==> src/rtl/mem_wb_stage.sv <==
`default_nettype none
// ============================================================================
// Module   : mem_wb_stage
// Purpose  : MEM -> WB pipeline register. Captures the MEM-stage register
//            write request and aligns/extends load data (LB/LBU/LH/LHU/LW,
//            big-endian byte lanes). Produces the registered we/waddr/wdata
//            triple used by the register file in the WB cycle. Misaligned
//            loads are dropped and reported on a one-cycle wb_adel pulse.
// Ports    : clk, rst (async, active-high)
//            stall_mem, stall_wb, flush       - pipeline control
//            mem_we, mem_waddr, mem_wdata     - MEM-stage write request
//            mem_ldop, mem_addr_lo, mem_rdata - load type, offset, memory word
//            wb_we, wb_waddr, wb_wdata        - registered write triple
//            wb_adel                          - misaligned-load pulse
//            wb_valid                         - WB holds a real instruction
//            With MEM_WB_HILO_EN defined, also:
//            mem_whilo, mem_hi, mem_lo -> wb_whilo, wb_hi, wb_lo
// Macro    : MEM_WB_HILO_EN (optional HI/LO write path)
// Revision : 1.0 - initial release
// ============================================================================
module mem_wb_stage #(
    parameter int DATA_W = 32,  // only 32 is supported
    parameter int ADDR_W = 5
) (
    input  logic              clk,
    input  logic              rst,
    input  logic              stall_mem,
    input  logic              stall_wb,
    input  logic              flush,
    input  logic              mem_we,
    input  logic [ADDR_W-1:0] mem_waddr,
    input  logic [DATA_W-1:0] mem_wdata,
    input  logic [2:0]        mem_ldop,
    input  logic [1:0]        mem_addr_lo,
    input  logic [DATA_W-1:0] mem_rdata,
`ifdef MEM_WB_HILO_EN
    input  logic              mem_whilo,
    input  logic [DATA_W-1:0] mem_hi,
    input  logic [DATA_W-1:0] mem_lo,
    output logic              wb_whilo,
    output logic [DATA_W-1:0] wb_hi,
    output logic [DATA_W-1:0] wb_lo,
`endif
    output logic              wb_we,
    output logic [ADDR_W-1:0] wb_waddr,
    output logic [DATA_W-1:0] wb_wdata,
    output logic              wb_adel,
    output logic              wb_valid
);

    localparam logic [2:0] c_LD_LB  = 3'b001;
    localparam logic [2:0] c_LD_LBU = 3'b010;
    localparam logic [2:0] c_LD_LH  = 3'b011;
    localparam logic [2:0] c_LD_LHU = 3'b100;
    localparam logic [2:0] c_LD_LW  = 3'b101;

    logic [7:0]        w_byte;
    logic [15:0]       w_half;
    logic [DATA_W-1:0] w_ext;
    logic              w_mis;
    logic [DATA_W-1:0] w_cap_data;

    logic              r_we;
    logic [ADDR_W-1:0] r_waddr;
    logic [DATA_W-1:0] r_wdata;
    logic              r_adel;
    logic              r_valid;

    // Big-endian lane selection: offset 0 is the most significant byte.
    always_comb begin
        w_byte = mem_rdata[31:24];
        case (mem_addr_lo)
            2'd0: w_byte = mem_rdata[31:24];
            2'd1: w_byte = mem_rdata[23:16];
            2'd2: w_byte = mem_rdata[15:8];
            2'd3: w_byte = mem_rdata[7:0];
            default: w_byte = mem_rdata[31:24];
        endcase
        // Bit 0 of the offset is irrelevant here; odd offsets are caught as misaligned.
        w_half = mem_addr_lo[1] ? mem_rdata[15:0] : mem_rdata[31:16];
    end

    always_comb begin
        w_ext = mem_wdata;
        case (mem_ldop)
            c_LD_LB:  w_ext = {{24{w_byte[7]}}, w_byte};
            c_LD_LBU: w_ext = {24'd0, w_byte};
            c_LD_LH:  w_ext = {{16{w_half[15]}}, w_half};
            c_LD_LHU: w_ext = {16'd0, w_half};
            c_LD_LW:  w_ext = mem_rdata;
            default:  w_ext = mem_wdata;  // none, and the reserved codes 110/111
        endcase
    end

    always_comb begin
        w_mis = 1'b0;
        if ((mem_ldop == c_LD_LH) || (mem_ldop == c_LD_LHU))
            w_mis = mem_addr_lo[0];
        else if (mem_ldop == c_LD_LW)
            w_mis = (mem_addr_lo != 2'd0);
        w_cap_data = w_mis ? '0 : w_ext;
    end

    always_ff @(posedge clk or posedge rst) begin
        if (rst) begin
            r_we    <= 1'b0;
            r_waddr <= '0;
            r_wdata <= '0;
            r_adel  <= 1'b0;
            r_valid <= 1'b0;
        end else if (flush || (stall_mem && !stall_wb)) begin
            // Bubble: flush wins over every stall combination.
            r_we    <= 1'b0;
            r_waddr <= '0;
            r_wdata <= '0;
            r_adel  <= 1'b0;
            r_valid <= 1'b0;
        end else if (stall_mem) begin
            // Both stages held: keep the instruction but never re-issue the
            // misaligned-load pulse.
            r_adel  <= 1'b0;
        end else begin
            r_we    <= mem_we & ~w_mis;
            r_waddr <= mem_waddr;
            r_wdata <= w_cap_data;
            r_adel  <= mem_we & w_mis;
            r_valid <= 1'b1;
        end
    end

    assign wb_we    = r_we;
    assign wb_waddr = r_waddr;
    assign wb_wdata = r_wdata;
    assign wb_adel  = r_adel;
    assign wb_valid = r_valid;

`ifdef MEM_WB_HILO_EN
    logic              r_whilo;
    logic [DATA_W-1:0] r_hi;
    logic [DATA_W-1:0] r_lo;

    // HI/LO follow the same bubble/hold/capture rules; load alignment never touches them.
    always_ff @(posedge clk or posedge rst) begin
        if (rst) begin
            r_whilo <= 1'b0;
            r_hi    <= '0;
            r_lo    <= '0;
        end else if (flush || (stall_mem && !stall_wb)) begin
            r_whilo <= 1'b0;
            r_hi    <= '0;
            r_lo    <= '0;
        end else if (!stall_mem) begin
            r_whilo <= mem_whilo;
            r_hi    <= mem_hi;
            r_lo    <= mem_lo;
        end
    end

    assign wb_whilo = r_whilo;
    assign wb_hi    = r_hi;
    assign wb_lo    = r_lo;
`endif

endmodule
`default_nettype wire

==> config.mk <==
export PLATFORM = sky130hd
export DESIGN_NAME = mem_wb_stage
export DESIGN_NICKNAME = d
export VERILOG_FILES = /design/src/rtl/mem_wb_stage.sv
export SDC_FILE = /design/constraint.sdc
export NUM_CORES = 1
export LEC_CHECK = 0
export CAP_MARGIN = 0
export CORE_MARGIN = 3
export CORE_UTILIZATION = 45
export CTS_BUF_LIST = sky130_fd_sc_hd__clkbuf_8
export DETAILED_ROUTE_END_ITERATION = 8
export GPL_TIMING_DRIVEN = 0
export PLACE_DENSITY = 0.88
export SETUP_SLACK_MARGIN = 0.4
export SYNTH_ARGS = -nofsm -noshare
export SYNTH_HDL_FRONTEND = slang
export SYNTH_SLANG_ARGS = --single-unit
==> constraint.sdc <==
create_clock -name clk -period 1.9 [get_ports clk]
set_input_delay 0.57 -clock clk [delete_from_list [all_inputs] [get_ports clk]]
set_output_delay 0.57 -clock clk [all_outputs]
set_load 0.02 [all_outputs]
Word-level counts from Yosys, hierarchy flattened

Index checks and enable logic that the tools add are counted.

Reductions and logical operators: 6
Eq/ne operators: 9
Bitwise gates (word level): 3
Mux-type cells: 16

Operator list:

| kind               | number |
|---|---|
| $pmux 32 s5        | 1 |
| $mux 32            | 3 |
| $pmux 8 s4         | 1 |
| $mux 16            | 1 |
| $mux 5             | 2 |
| $mux 1             | 8 |
| $eq 3x2->1 const B | 2 |
| $eq 3x3->1 const B | 2 |
| $eq 2x2->1 const B | 2 |
| $eq 3x1->1 const B | 1 |
| $and 1x1->1        | 2 |
| $eq 2x1->1 const B | 1 |
| $logic_not 2->1    | 1 |
| $logic_or 1x1->1   | 2 |
| $ne 2x1->1 const B | 1 |
| $reduce_bool 2->1  | 1 |
| $logic_and 1x1->1  | 1 |
| $logic_not 1->1    | 1 |
| $not 1->1          | 1 |

Register bits: 40
Logic and storage cells: 39
Output and inout port bits: 40
Bits of input ports: 80

Logic depth before layout (Yosys ltp)

Gate-level depths: netlist (run 1).

Depth in word-level cells: 7
Gate-level depth with buffers: 7
Depth with buffers taken out: 4

Least setup slack after synthesis (run 1)

Ideal clock, no wire load.

Kind: input-to-reg
From: in mem_addr_lo[0]
To: reg r_wdata[10], in the netlist wb_wdata[10]
Setup slack: 127 ps
Library setup time: 128 ps
Data required time: 1772 ps
Path buffers: 1
Arrival: 1645 ps
Cell stages on the path: 5
Cells stage by stage: buf_6 -> mux2_4 -> o221a_4 -> nor4_1 -> o21ai_1

Cells in the longest elaborated chain, start to end: 6
Elaborated cells on any way between the ends: 12
Those cells by class: eq/ne: 3; mux: 7; reduce/logical: 2

Ends and longest elaborated chain:

| element                                      | line   | source |
|---|---|---|
| start, declared                              | 34     | `input logic [1:0] mem_addr_lo,` |
| $eq 2x2->1 (tied with other cells)           | 72     | `case (mem_addr_lo)` |
| $pmux 8 s4 / $mux 1 (equally long branches)  | 72, 99 |  |
| $pmux 32 s5 / $mux 1 (equally long branches) | 85, 97 |  |
| $mux 32 *                                    | 101    | `w_cap_data = w_mis ? '0 : w_ext;` |
| $mux 32 *                                    | 118    | `end else if (stall_mem) begin` |
| $mux 32 *                                    | 111    | `end else if (flush \|\| (stall_mem && !stall_wb)) begin` |
| end signal, assigned                         | 125    | `r_wdata <= w_cap_data;` |
| end, declared                                | 65     | `logic [DATA_W-1:0] r_wdata;` |

Mark *: on every way between the ends. The rest lies on a longest branch, timed or not. The select of a mux whose other input is x is not followed.
A chain may end at the register's enable or synchronous reset.

Final worst setup path (run 1)

From: in mem_rdata[7]
To: reg r_wdata[20], in the netlist wb_wdata[20]

Cells in the longest elaborated chain, start to end: 5

Ends and longest elaborated chain:

| element         | line | source |
|---|---|---|
| start, declared | 35   | `input logic [DATA_W-1:0] mem_rdata,` |
| $pmux 8 s4      | 72   |  |
| $pmux 32 s5     | 85   | `case (mem_ldop)` |
| $mux 32         | 101  |  |
| $mux 32         | 118  |  |
| $mux 32         | 111  |  |

No other way between the ends. The select of a mux whose other input is x is not followed.

==> results of run 1 <==
[kinds of logic (layout without fill, tap and decap cells)]
group | Yosys count | in the layout | synth area share [%]
muxes | 19 | 19 | 10.7
and+or+nand+nor | 143 | 143 | 23.9
AOI/OAI and AO/OA | 118 | 118 | 25.0
xor gates and xnor gates | 1 | 1 | 0.300
DFF | 40 | 40 | 34.2
buffers and inverters | 35 | 174 | 5.78
[power breakdown]
| group | total [mW] | internal [mW] | switching, mW |
|---|---|---|---|
| sequential | 0.929 | 0.899 | 0.0305 |
| clock | 0.727 | 0.389 | 0.338 |
| combinational | 0.953 | 0.452 | 0.502 |
| total | 2.61 | 1.74 | 0.870 |
[final cells by class]
| type | instances | area share (%) |
|---|---|---|
| Buffer | 33 | 7.29 |
| Clock buffer | 5 | 1.46 |
| Sequential cell | 40 | 21.3 |
| Timing Repair Buffer | 131 | 22.2 |
| Multi-Input combinational cell | 281 | 44.7 |
| Inverter | 2 | 0.160 |
| Tap cell | 75 | 2.00 |
| Clock inverter | 3 | 0.905 |
[metal layers]
metal,vias to the layer above,GRT usage [%]
met1,1721,38.5
met3,83,6.46
met4,0,18.4
met5,-,0
li1,1585,-
met2,328,51.7
[cell usage in the layout, fill, tap and decap left out, types with 4 or more instances in the layout]
cell type	n
a21oi_1	14
a21oi_2	8
a222oi_1	7
a32oi_1	7
and3_1	9
and3_4	9
buf_2	47
buf_4	18
buf_6	10
buf_8	4
clkbuf_2	4
clkbuf_4	5
clkbuf_8	7
clkdlybuf4s50_1	43
dfrtp_1	40
dlygate4sd2_1	22
mux2i_1	8
mux4_1	4
nand2_1	75
nand2b_1	13
nand3_1	5
nor2_4	5
nor4_4	5
o21ai_0	23
o21ai_1	34
o21ai_2	7
o22ai_1	6
or3b_4	5
[tightest hold or removal path: cells and delay by family (launching register included)]
kind            cells  cell delay, ns
flops               1            0.35
compound gates      1            0.05
simple gates        1            0.06
[state kept, by name (all words and copies together), names as in the netlist]
name / count
wb_wdata: 32
wb_valid: 1
wb_waddr: 5
wb_we: 1
wb_adel: 1
[what timing repair did]
item | CTS | global route
setup endpoints to repair | 73 | 34
hold endpoints to repair | 0 | 0
cloned | 2 | 0
gates resized for setup | 235 | 56
buffers inserted | 11 | 4
pin swaps | 11 | 17
[cells in the mapped netlist (6+ instances only)]
| cell type | n |
|---|---|
| nand2_1 | 77 |
| o21ai_0 | 42 |
| dfrtp_1 | 40 |
| o21ai_1 | 23 |
| a21oi_1 | 22 |
| buf_2 | 19 |
| and3_1 | 18 |
| nand2b_1 | 15 |
| mux2i_1 | 10 |
| o22ai_1 | 9 |
| clkbuf_1 | 8 |
| nor4_1 | 8 |
| or3b_2 | 8 |
| a222oi_1 | 7 |
| a32oi_1 | 7 |
| mux4_1 | 7 |
| nand3_1 | 6 |
| nor2_1 | 6 |
[how the worst max path moves through the flow]
stage	from	to	slack [ns]	cells after the start
final	mem_rdata[7]	wb_wdata[20]	0.26	6
after global routing	mem_ldop[0]	wb_wdata[6]	0.20	6
after CTS	mem_addr_lo[0]	wb_wdata[28]	0.30	7
after detailed placement	mem_addr_lo[0]	wb_wdata[10]	-0.67	6
after global placement	mem_addr_lo[0]	wb_wdata[10]	-0.60	6
after floorplan	mem_addr_lo[0]	wb_wdata[17]	0.18	6
[per-stage QoR]
step	setup WS, ns	util, %
2_1_floorplan	0.178	-
3_3_place_gp	-0.604	72.1
3_5_place_dp	-0.671	72.1
4_1_cts	0.303	74.7
5_1_grt	0.205	77.1
6_report	0.264	77.1
==> impl_results.md, run 1 <==
- Synth area leader: dfrtp_1
- MaxCap Viol Count: 0
- Met3 wire len: 1470 um
- Worst Path Required: 2.08 ns
- CTS Sinks: 40
- Critical path startpoint category: primary input
- Cts-stage hold buffer count: 0
- Area grow syn2layout: 60.7%
- N_diodes: 0
- Crit path largest cell delay: 0.32 ns
- DRC viols: 0
- Core area: 6100 um^2
- Share of layout cells above drive strength 1: 34.9%
- Clock Path Buffers: 2
- RSZ-0062 raised after global routing: true
- Post-Syn Instances: 356
- Final Hold Vio Count: 0
- Dpl hpwl: 8050 um
- Status: finished clean
- Via count: 3717
- #FFs+latches synth: 40
- Final period utilization: 86.1%
- CP max FO: 5
- Die H: 86.6 um
- Vias in the first global route: 3822
- Worst Setup End Kind: flop
- Multi-input gate area: 2100 um^2
- Reg2Reg Depth: 2
- First-pass GRT wire length: 18500 um
- Largest net degree at the start of global routing: 41
- CTS tree: built
- Highest clock rate: 611 MHz
- Max_slew headroom: 41.6%
- Post-synth cell types: 37
- Gr ovfl total: 0
- Hold slack: 0.487 ns
- Slew at the pin closest to its max-slew limit: 0.875 ns
- Vias per cell: 6.52
- Fill cells: 394
- Synth top area cells: dfrtp_1, nand2_1, o21ai_0, mux4_1, o21ai_1
- Total GRT Usage: 31.6%
- Area of all sequential standard cells: 1000 um^2
- Total power: 2.61 mW
- Hold_sp: wb_wdata[28]
- Crit-path cells: clkdlybuf4s15_1, mux2_4, o221ai_4, buf_6, and3_1, o21ai_0
- Avg WL per Cell: 21.9 um
- Reg clk slew, reported paths: 0.09 ns
- YS warnings: 0
- Critical path's slowest cell: mux2_4
- Number of synthesized flops with an enable pin: 0
- Leakage: 2.07 nW
- Hold Path Depth: 2
- Syn Area/Cell: 8.21 um^2
- Starting Density: 48.0%
- Design Area, Final: 4700 um^2
- Initial DRC count: 675
- CTS H-tree lvls: 2
- Worst skew pair latency: 0.30 ns
- Hold endpoint: wb_wdata[28]
- Final Max Slew Viols: 0
- Root buffer cell: clkbuf_8
- Final net count: 574
- Final setup violation count: 0
- Drt first pass iters: 9
- Metal-1 WL: 4450 um
- R2R Path End: wb_wdata[6]
- Die width: 86.6 um
- Clock Skews: 0 ns
- TNS Setup: 0 ns
- Yosys top cell area share: 34.2%
- Hold Path Class: reg -> reg
- FF-to-FF Start: wb_wdata[6]
- Reg2Reg Setup Slack: 0.76 ns
- PwrDens: 555 nW/um^2
- Worst EP arrival: 1.82 ns
- Die area: 7500 um^2
- Top layer in use: met4
- Bufs and invs on worst path: 2
- Fin cells: 570
- Syn_nets: 436
- Main synth FF type: dfrtp_1
- Cell Rows: 28
- Setup Crit Path Kind: in -> reg
- IO Port Bufs: 114
- Post-DRT Antenna Nets: 0
- Synthesized cell area: 2920 um^2
- Initial antenna violation count: 0
- Met2 WL: 5810 um
- Dpl cells: 545
- I/O Pins: 120
- Crit-path leading delay family: buffers and inverters
- Asr flop ratio synth: 100%
- Post-place instance area: 4400 um^2
- CTS buffer count: 5
- VDD IR max: 0.369 mV
- Tmin final: 1.64 ns
- GPL Wtd Cong: 0.922
- Final WL: 12500 um
- Seq/Total Area, Yosys: 34.2%
No activity file was read; power rests on OpenSTA's default activity.
==> inputs of run 2 (changes only) <==
CORE_UTILIZATION = 50   (was 45)
DONT_BUFFER_PORTS = 1   (was not set)
PLACE_DENSITY = 0.7   (was 0.88)
==> impl_results.md, run 2 (synthesis gave the netlist of run 1 again) <==
- Largest net degree at the start of global routing: 41 (unchanged)
- Setup Crit Path Kind: in -> reg
- CTS buffer count: 5 (unchanged)
- Die H: 82.5 um (-4.8%)
- Area grow syn2layout: 28.9%
- Initial DRC count: 284 (-58%)
- Worst Setup End Kind: flop
- Bufs and invs on worst path: 2 (unchanged)
- Avg WL per Cell: 22.7 um (+3.8%)
- Hold Path Class: in -> async
- Largest register FFs: 32 (unchanged)
- Worst Path Required: 2.08 ns (about the same)
- Starting Density: 52.5% (+4.5 points)
- Leakage: 1.53 nW (-26%)
- CTS tree: built
- Slew at the pin closest to its max-slew limit: 0.802 ns (-0.0737 ns)
- Crit-path cells: buf_8, buf_2, mux2i_1, o22ai_2, nor4_4, o21ai_1
- Fill cells: 426 (+8.1%)
- Tmin final: 1.52 ns (-0.121 ns)
- N_diodes: 0 (unchanged)
- Drt first pass iters: 5 (-4)
- Area of all sequential standard cells: 1000 um^2 (unchanged)
- Die width: 82.5 um (-4.8%)
- CP max FO: 10 (+5)
- Final Hold Vio Count: 0 (unchanged)
- Total GRT Usage: 28.8% (-2.8 points)
- Clock Skews: 0 ns (unchanged)
- CTS Sinks: 40 (unchanged)
- IO Port Bufs: 0 (-100%)
- Share of layout cells above drive strength 1: 28.4% (-6.6 points)
- Initial antenna violation count: 0 (unchanged)
- Status: finished clean
- Final setup violation count: 0 (unchanged)
- Core area: 5570 um^2 (-8.6%)
- Multi-input gate area: 2060 um^2 (-1.7%)
- RSZ-0062 raised after global routing: true
- Critical path's slowest cell: mux2i_1
- CTS H-tree lvls: 2 (unchanged)
- MaxCap Viol Count: 0 (unchanged)
- Final net count: 457 (-20%)
- Cell Rows: 27 (-3.6%)
- Critical path startpoint category: primary input
- Clock Path Buffers: 2 (unchanged)
- Final Util: 67.6% (-9.5 points)
- TNS Setup: 0 ns (unchanged)
- Gr ovfl total: 0 (unchanged)
- Final WL: 10200 um (-18%)
- Crit-path leading delay family: buffers and inverters
- Vias per cell: 6.68 (+2.4%)
- Total power: 2.43 mW (-6.8%)
- I/O Pins: 120 (unchanged)
- GPL Wtd Cong: 0.991 (+7.5%)
- Highest clock rate: 660 MHz (+8.0%)
- Vias in the first global route: 2781 (-27%)
- Worst EP arrival: 1.70 ns (-0.12 ns)
- Max_slew headroom: 46.5% (+4.9 points)
- Dpl cells: 428 (-21%)
- Post-DRT Antenna Nets: 0 (unchanged)
- Root buffer cell: clkbuf_8
- Fin cells: 449 (-21%)
- VDD IR max: 0.524 mV (+42%)
- PwrDens: 646 nW/um^2 (+16%)
- Commonest non-fill, non-tap cell in the layout: nand2_1
- DRC viols: 0 (unchanged)
- Dpl hpwl: 7320 um (-9.0%)
- Reg2Reg Setup Slack: 0.75 ns (about the same)
- Worst skew pair latency: 0.30 ns (about the same)
- Die area: 6800 um^2 (-9.3%)
- Crit path largest cell delay: 0.29 ns (-0.03 ns)
- Final period utilization: 79.7% (-6.4 points)
- Final Max Slew Viols: 0 (unchanged)
- Via count: 2998 (-19%)
- First-pass GRT wire length: 14800 um (-20%)
- Commonest cells after routing, fill and taps aside: nand2_1, dfrtp_1, o21ai_1
- Reg clk slew, reported paths: 0.08 ns (about the same)
[run 2: final timing paths]
path	startpoint	end	cells past startpoint
worst max register to register	wb_wdata[0]	wb_wdata[0]	2
worst max-delay path	mem_addr_lo[1]	wb_wdata[13]	6
worst min register to register	wb_wdata[21]	wb_wdata[21]	2
worst min-delay path	rst	wb_wdata[0]	1
min in group clk	mem_waddr[0]	wb_waddr[0]	2
max in group asynchronous	rst	wb_wdata[19]	1
[run 2: cell type report]
type / instances / area share, %
plain buffers: 33 / 8.93
flip-flops and latches: 40 / 26.6
well taps: 72 / 2.39
clock inverters: 2 / 1.59
multi-input cells: 281 / 54.8
clock buffers: 5 / 1.83
repair buffers: 14 / 3.72
inverters: 2 / 0.199
[run 2: what timing repair did]
action | 4_1_cts | 5_1_grt
hold buffers | 0 | 0
setup buffers | 4 | 7
endpoints found under the setup margin | 31 | 27
resized for setup | 25 | 36
gates cloned | 1 | 2
pin swaps | 3 | 7
[run 2: worst register-to-register path: cells and delay by family, from the launching register on]
| family | cells | cell delay (ns) |
|---|---|---|
| compound gates | 2 | 0.53 |
| flops | 1 | 0.48 |
[run 2: stage by stage]
step | hold WS, ns | area, um^2 | setup slack [ns]
2_1_floorplan | 0.582 | 3160 | 0.178
3_3_place_gp | 0.616 | 3250 | -0.0610
3_5_place_dp | 0.616 | 3250 | -0.121
4_1_cts | 0.331 | 3530 | 0.379
5_1_grt | 0.360 | 3770 | 0.329
6_report | 0.300 | 3770 | 0.385
[run 2: layer usage]
metal	GRT usage [%]	part of all wire, %
met4	9.47	2.9
met3	8.35	11
met5	0	0
met2	45.2	47
met1	38.1	39
[run 2: power by group]
group | internal [mW] | switching (mW)
Combinational | 0.296 | 0.318
Clock | 0.517 | 0.304
Sequential | 0.898 | 0.0995
